File: src/rtl/rom_arbiter.sv
// Round-robin arbiter that shares one synchronous-read ROM between fetch (0) and load (1).
// Each grant is tagged and carried through a pipeline that matches the ROM read latency.
module rom_arbiter #(
    parameter int Width       = 32,
    parameter int Depth       = 32,
    parameter int AddrWidth   = 30,
    parameter int ReadLatency = 1
) (
    input  logic                 clk,
    input  logic                 reset,
    input  logic                 req0_valid,
    input  logic [AddrWidth-1:0] req0_addr,
    output logic                 req0_ready,
    output logic                 resp0_valid,
    output logic [Width-1:0]     resp0_data,
    output logic                 resp0_err,
    input  logic                 req1_valid,
    input  logic [AddrWidth-1:0] req1_addr,
    output logic                 req1_ready,
    output logic                 resp1_valid,
    output logic [Width-1:0]     resp1_data,
    output logic                 resp1_err,
    output logic [AddrWidth-1:0] rom_addr,
    input  logic [Width-1:0]     rom_data
);

    localparam logic [AddrWidth-1:0] DepthLimit = AddrWidth'(Depth);
    localparam int Last = ReadLatency - 1;

    logic                   last_grant;
    logic                   grant0;
    logic                   grant1;
    logic                   transfer;
    logic                   addr_err;
    logic [ReadLatency-1:0] tag_valid;
    logic [ReadLatency-1:0] tag_id;
    logic [ReadLatency-1:0] tag_err;

    // On contention the requester not granted last time wins.
    always_comb begin
        grant0   = req0_valid && (!req1_valid || last_grant);
        grant1   = req1_valid && !grant0;
        transfer = grant0 || grant1;
        rom_addr = '0;
        if (grant0) begin
            rom_addr = req0_addr;
        end else if (grant1) begin
            rom_addr = req1_addr;
        end
        addr_err = rom_addr >= DepthLimit;
    end

    assign req0_ready = grant0;
    assign req1_ready = grant1;

    always_ff @(posedge clk or posedge reset) begin
        if (reset) begin
            last_grant <= 1'b1;
            tag_valid  <= '0;
            tag_id     <= '0;
            tag_err    <= '0;
        end else begin
            if (transfer) begin
                last_grant <= grant1;
            end
            tag_valid[0] <= transfer;
            tag_id[0]    <= grant1;
            tag_err[0]   <= transfer && addr_err;
            for (int i = 1; i < ReadLatency; i++) begin
                tag_valid[i] <= tag_valid[i-1];
                tag_id[i]    <= tag_id[i-1];
                tag_err[i]   <= tag_err[i-1];
            end
        end
    end

    // The ROM word is only forwarded for in-range reads; errored reads return zero.
    always_comb begin
        resp0_valid = 1'b0;
        resp0_data  = '0;
        resp0_err   = 1'b0;
        resp1_valid = 1'b0;
        resp1_data  = '0;
        resp1_err   = 1'b0;
        if (tag_valid[Last]) begin
            if (tag_id[Last]) begin
                resp1_valid = 1'b1;
                resp1_err   = tag_err[Last];
                resp1_data  = tag_err[Last] ? '0 : rom_data;
            end else begin
                resp0_valid = 1'b1;
                resp0_err   = tag_err[Last];
                resp0_data  = tag_err[Last] ? '0 : rom_data;
            end
        end
    end

endmodule

File: config.mk
export PLATFORM = sky130hd
export DESIGN_NAME = rom_arbiter
export DESIGN_NICKNAME = d
export VERILOG_FILES = /design/src/rtl/rom_arbiter.sv
export SDC_FILE = /design/constraint.sdc
export NUM_CORES = 1
export LEC_CHECK = 0
export BUFFER_PORTS_ARGS = -buffer_cell sky130_fd_sc_hd__buf_2
export CORE_MARGIN = 5
export CORE_UTILIZATION = 25
export CTS_BUF_LIST = sky130_fd_sc_hd__clkbuf_2 sky130_fd_sc_hd__clkbuf_4 sky130_fd_sc_hd__clkbuf_8
export CTS_CLUSTER_DIAMETER = 50
export CTS_CLUSTER_SIZE = 16
export DETAILED_ROUTE_END_ITERATION = 16
export PLACE_DENSITY = 0.78
export RECOVER_POWER = 25
export SLEW_MARGIN = 30
export SYNTH_ARGS = -nofsm -noshare
export SYNTH_HDL_FRONTEND = slang
export SYNTH_SLANG_ARGS = --single-unit
File: constraint.sdc
create_clock -name clk -period 1.2 [get_ports clk]
set_input_delay 0.12 -clock clk [delete_from_list [all_inputs] [get_ports clk]]
set_output_delay 0.12 -clock clk [all_outputs]
set_load 0.01 [all_outputs]
==> results.toml <==
[sta]
final-setup-viol-count = 100
slew_headroom_pct = 72.5
max_freq_mhz = 627
setup_ws_ns = -0.394
finalSetupTns_ns = -26.60
hold_viol_final = 0
finClkSkew_ns = 0.00382
hold_slack_ns = 0.182
rsz0062_at_grt = "true"
finalCriticalPeriod_ns = 1.59
worstMarginPinSlew_ns = 0.408
slew_violations = 0
post-route-period-util_pct = 133

[power]
p_sw_mw = 0.979
power.density_mw_per_mm2 = 672
peakVddDrop_uv = 704
switching_share_pct = 40.7
power_frac_comb_pct = 79.3
p_int_mw = 1.43
total_power_mw = 2.41
clkPwrFrac_pct = 13.7
power_leakage_nw = 1.89
seq_power_share_pct = 7.1

[global_routing]
grt_max_degree = 19
grt_overflow = 0
grt_pass1_wl_mm = 12.3
grt_pass1_vias = 2482
track_usage_pct = 25.0
antenna_found_initial = 0

[drt]
ant_nets = 0
viasPerCell = 5.34
first_pass_iters = 4
route.detailed.drc = 0
routedWlPerCell_um = 20.2
wl_mm = 9.26
vias = 2450
drtIter0Drc = 93

[floorplan]
die_area_mm2 = 0.00592
initial_core_util_pct = 25.7
die-height_um = 77.0
num_rows = 24
coreArea_mm2 = 0.00435
die_x_um = 77.0
ios = 196

[final_layout]
layout-drive-gt1-share_pct = 82.8
area_growth_pct = 219
diodes = 0
nNetsFinal = 504

[worst_setup_path]
end_kind = "output pin"
path_max_fanout = 6
crit_buf_inv = 4
slowest_delay_ns = 0.53
crit_slowest_cell = "dfstp_2"
required_ns = 1.08
crit_arrival_ns = 1.47
path_class = "reg -> out"
path_delay_family = "flip-flops"
critPathLaunchType = "flip-flop"
crit_chain = "inv_2, a21boi_4, buf_12, buf_8, a22o_1, buf_6"

[cts]
root_buffer = "clkbuf_8"
cts_buffer_depth = 2
clk_latency_ns = 0.22
cts_tree = "yes"
cts_buffers = 3
cts_sinks = 4
htree_levels = 1
clk_pin_slew_worst_paths_ns = 0.03

[logic_synthesis]
synth_nets = 286
yosysSeqAreaShare_pct = 9.04
ys_ff_latch = 4
yosysUniqueCellTypes = 23
synth_area_mm2 = 0.00112
yosysWarnings = 0
avgSynthCellArea_um2 = 5.90
netlist_instances = 190

[placement]
dp_hpwl_mm = 5.01
place_ws_ns = -0.223
place_congestion = 0.868
portBuffers = 195

[job]
drv_cap = 0

[outcome]
status = "complete, but fails checks"
violations = "negative setup slack"

[hold_path]
hold_path.class = "in -> reg"
area by class of cell:
class / instances / area (um^2)
inverters: 4 / 22.5
fillers: 228 / 773
multi-input cells: 167 / 1520
clock buffers: 4 / 48.8
repair buffers: 228 / 1820
flip-flops and latches: 4 / 104
well taps: 52 / 65.1
flip-flops by register name (all words and copies together), names as in the netlist:
register / flops
tag_id: 1
tag_err: 1
tag_valid: 1
last_grant: 1
power groups by stage:
stage          registers (mW)  logic, mW  clock network, mW
4_1_cts                 0.175       1.60              0.331
6_report                0.171       1.91              0.329
3_5_place_dp            0.168       1.01                  0
5_1_grt                 0.173       1.99              0.347
2_1_floorplan           0.167      0.525                  0
3_3_place_gp            0.167      0.996                  0
through the flow:
stage,util (%),instances,instance area (um^2)
2_1_floorplan,-,190,1120
3_3_place_gp,50.2,429,2180
3_5_place_dp,50.2,429,2180
4_1_cts,70.2,459,3060
5_1_grt,82.2,459,3580
6_report,82.2,459,3580
logic make-up (layout without fill, tap and decap cells):
| family | Yosys count | in the layout | synth area share, % |
|---|---|---|---|
| DFF | 4 | 4 | 9.04 |
| and+or+nand+nor | 131 | 131 | 55.0 |
| AOI/OAI and AO/OA | 35 | 36 | 26.5 |
| buffers and inverters | 20 | 236 | 9.49 |
what timing repair did:
| action | 4_1_cts | 5_1_grt |
|---|---|---|
| hold buffers | 1 | 0 |
| pin swaps | 41 | 37 |
| hold endpoints to repair | 4 | 0 |
| setup buffers | 12 | 2 |
| endpoints found under the setup margin | 100 | 101 |
| cloned | 13 | 3 |
| gates resized for setup | 69 | 140 |
Yosys cell counts:
| library cell | instances | share of area (%) |
|---|---|---|
| buf_2 | 1 | 0.45 |
| o21ai_1 | 1 | 0.45 |
| nor2_1 | 67 | 22 |
| and2_1 | 1 | 0.56 |
| nor3_1 | 2 | 0.89 |
| o21ai_0 | 6 | 2.7 |
| and3_1 | 1 | 0.56 |
| dfstp_2 | 1 | 2.3 |
| nor4_1 | 10 | 5.6 |
| dfrtp_1 | 3 | 6.7 |
| nand2b_1 | 33 | 18 |
| inv_1 | 3 | 1.0 |
| clkbuf_1 | 10 | 3.3 |
| nand3_1 | 2 | 0.89 |
| nand4_1 | 2 | 1.1 |
| buf_6 | 3 | 3.0 |
| a22o_1 | 25 | 20 |
| or2_2 | 1 | 0.56 |
| a21boi_4 | 2 | 3.3 |
| nand2_1 | 12 | 4.0 |
| inv_2 | 1 | 0.33 |
| a21oi_1 | 1 | 0.45 |
| buf_4 | 2 | 1.3 |
per-layer routing:
metal	up-vias	wire length, um	track usage [%]	part of all wire [%]
li1	1095	-	-	-
met1	1155	2990	25.3	32
met2	174	5090	51.4	55
met3	26	864	4.92	9.3
met4	0	318	4.72	3.4
met5	-	0	0	0
path summary, 6_finish.rpt:
path / startpoint / end / slack, ns / cells after the start
worst max-delay path: last_grant / rom_addr[16] / -0.39 / 6
worst min-delay path: req0_valid / last_grant / 0.18 / 2
worst max register to register: last_grant / tag_err / 0.02 / 6
worst min register to register: last_grant / last_grant / 0.78 / 4
max in group asynchronous: reset / last_grant / 0.62 / 3
min in group asynchronous: reset / tag_id / 0.34 / 3
cell usage in the layout (no fill, tap or decap):
cell type	synthesis	final
buf_2	1	153
buf_6	3	44
nor2_4	0	34
nand2b_4	0	33
a22o_1	25	25
nor2_2	0	22
nor2_1	67	11
nand2_1	12	10
nor4_1	10	10
buf_12	0	10
buf_16	0	8
buf_4	2	8
a21boi_4	2	3
o21ai_1	1	3
o21ai_2	0	3
clkbuf_8	0	3
buf_8	0	3
nand4_1	2	2
nor3_1	2	2
nand3_1	2	2
dfrtp_2	0	2
inv_2	1	1
nand2_4	0	1
nand2_2	0	1
or2_2	1	1
o21ai_0	6	1
and3_4	0	1
inv_4	0	1
inv_6	0	1
and2_4	0	1
inv_1	3	1
a21oi_1	1	1
clkbuf_4	0	1
clkbuf_16	0	1
dlygate4sd3_1	0	1
dfstp_2	1	1
dfrtp_1	3	1
No activity file was read; power rests on OpenSTA's default activity.
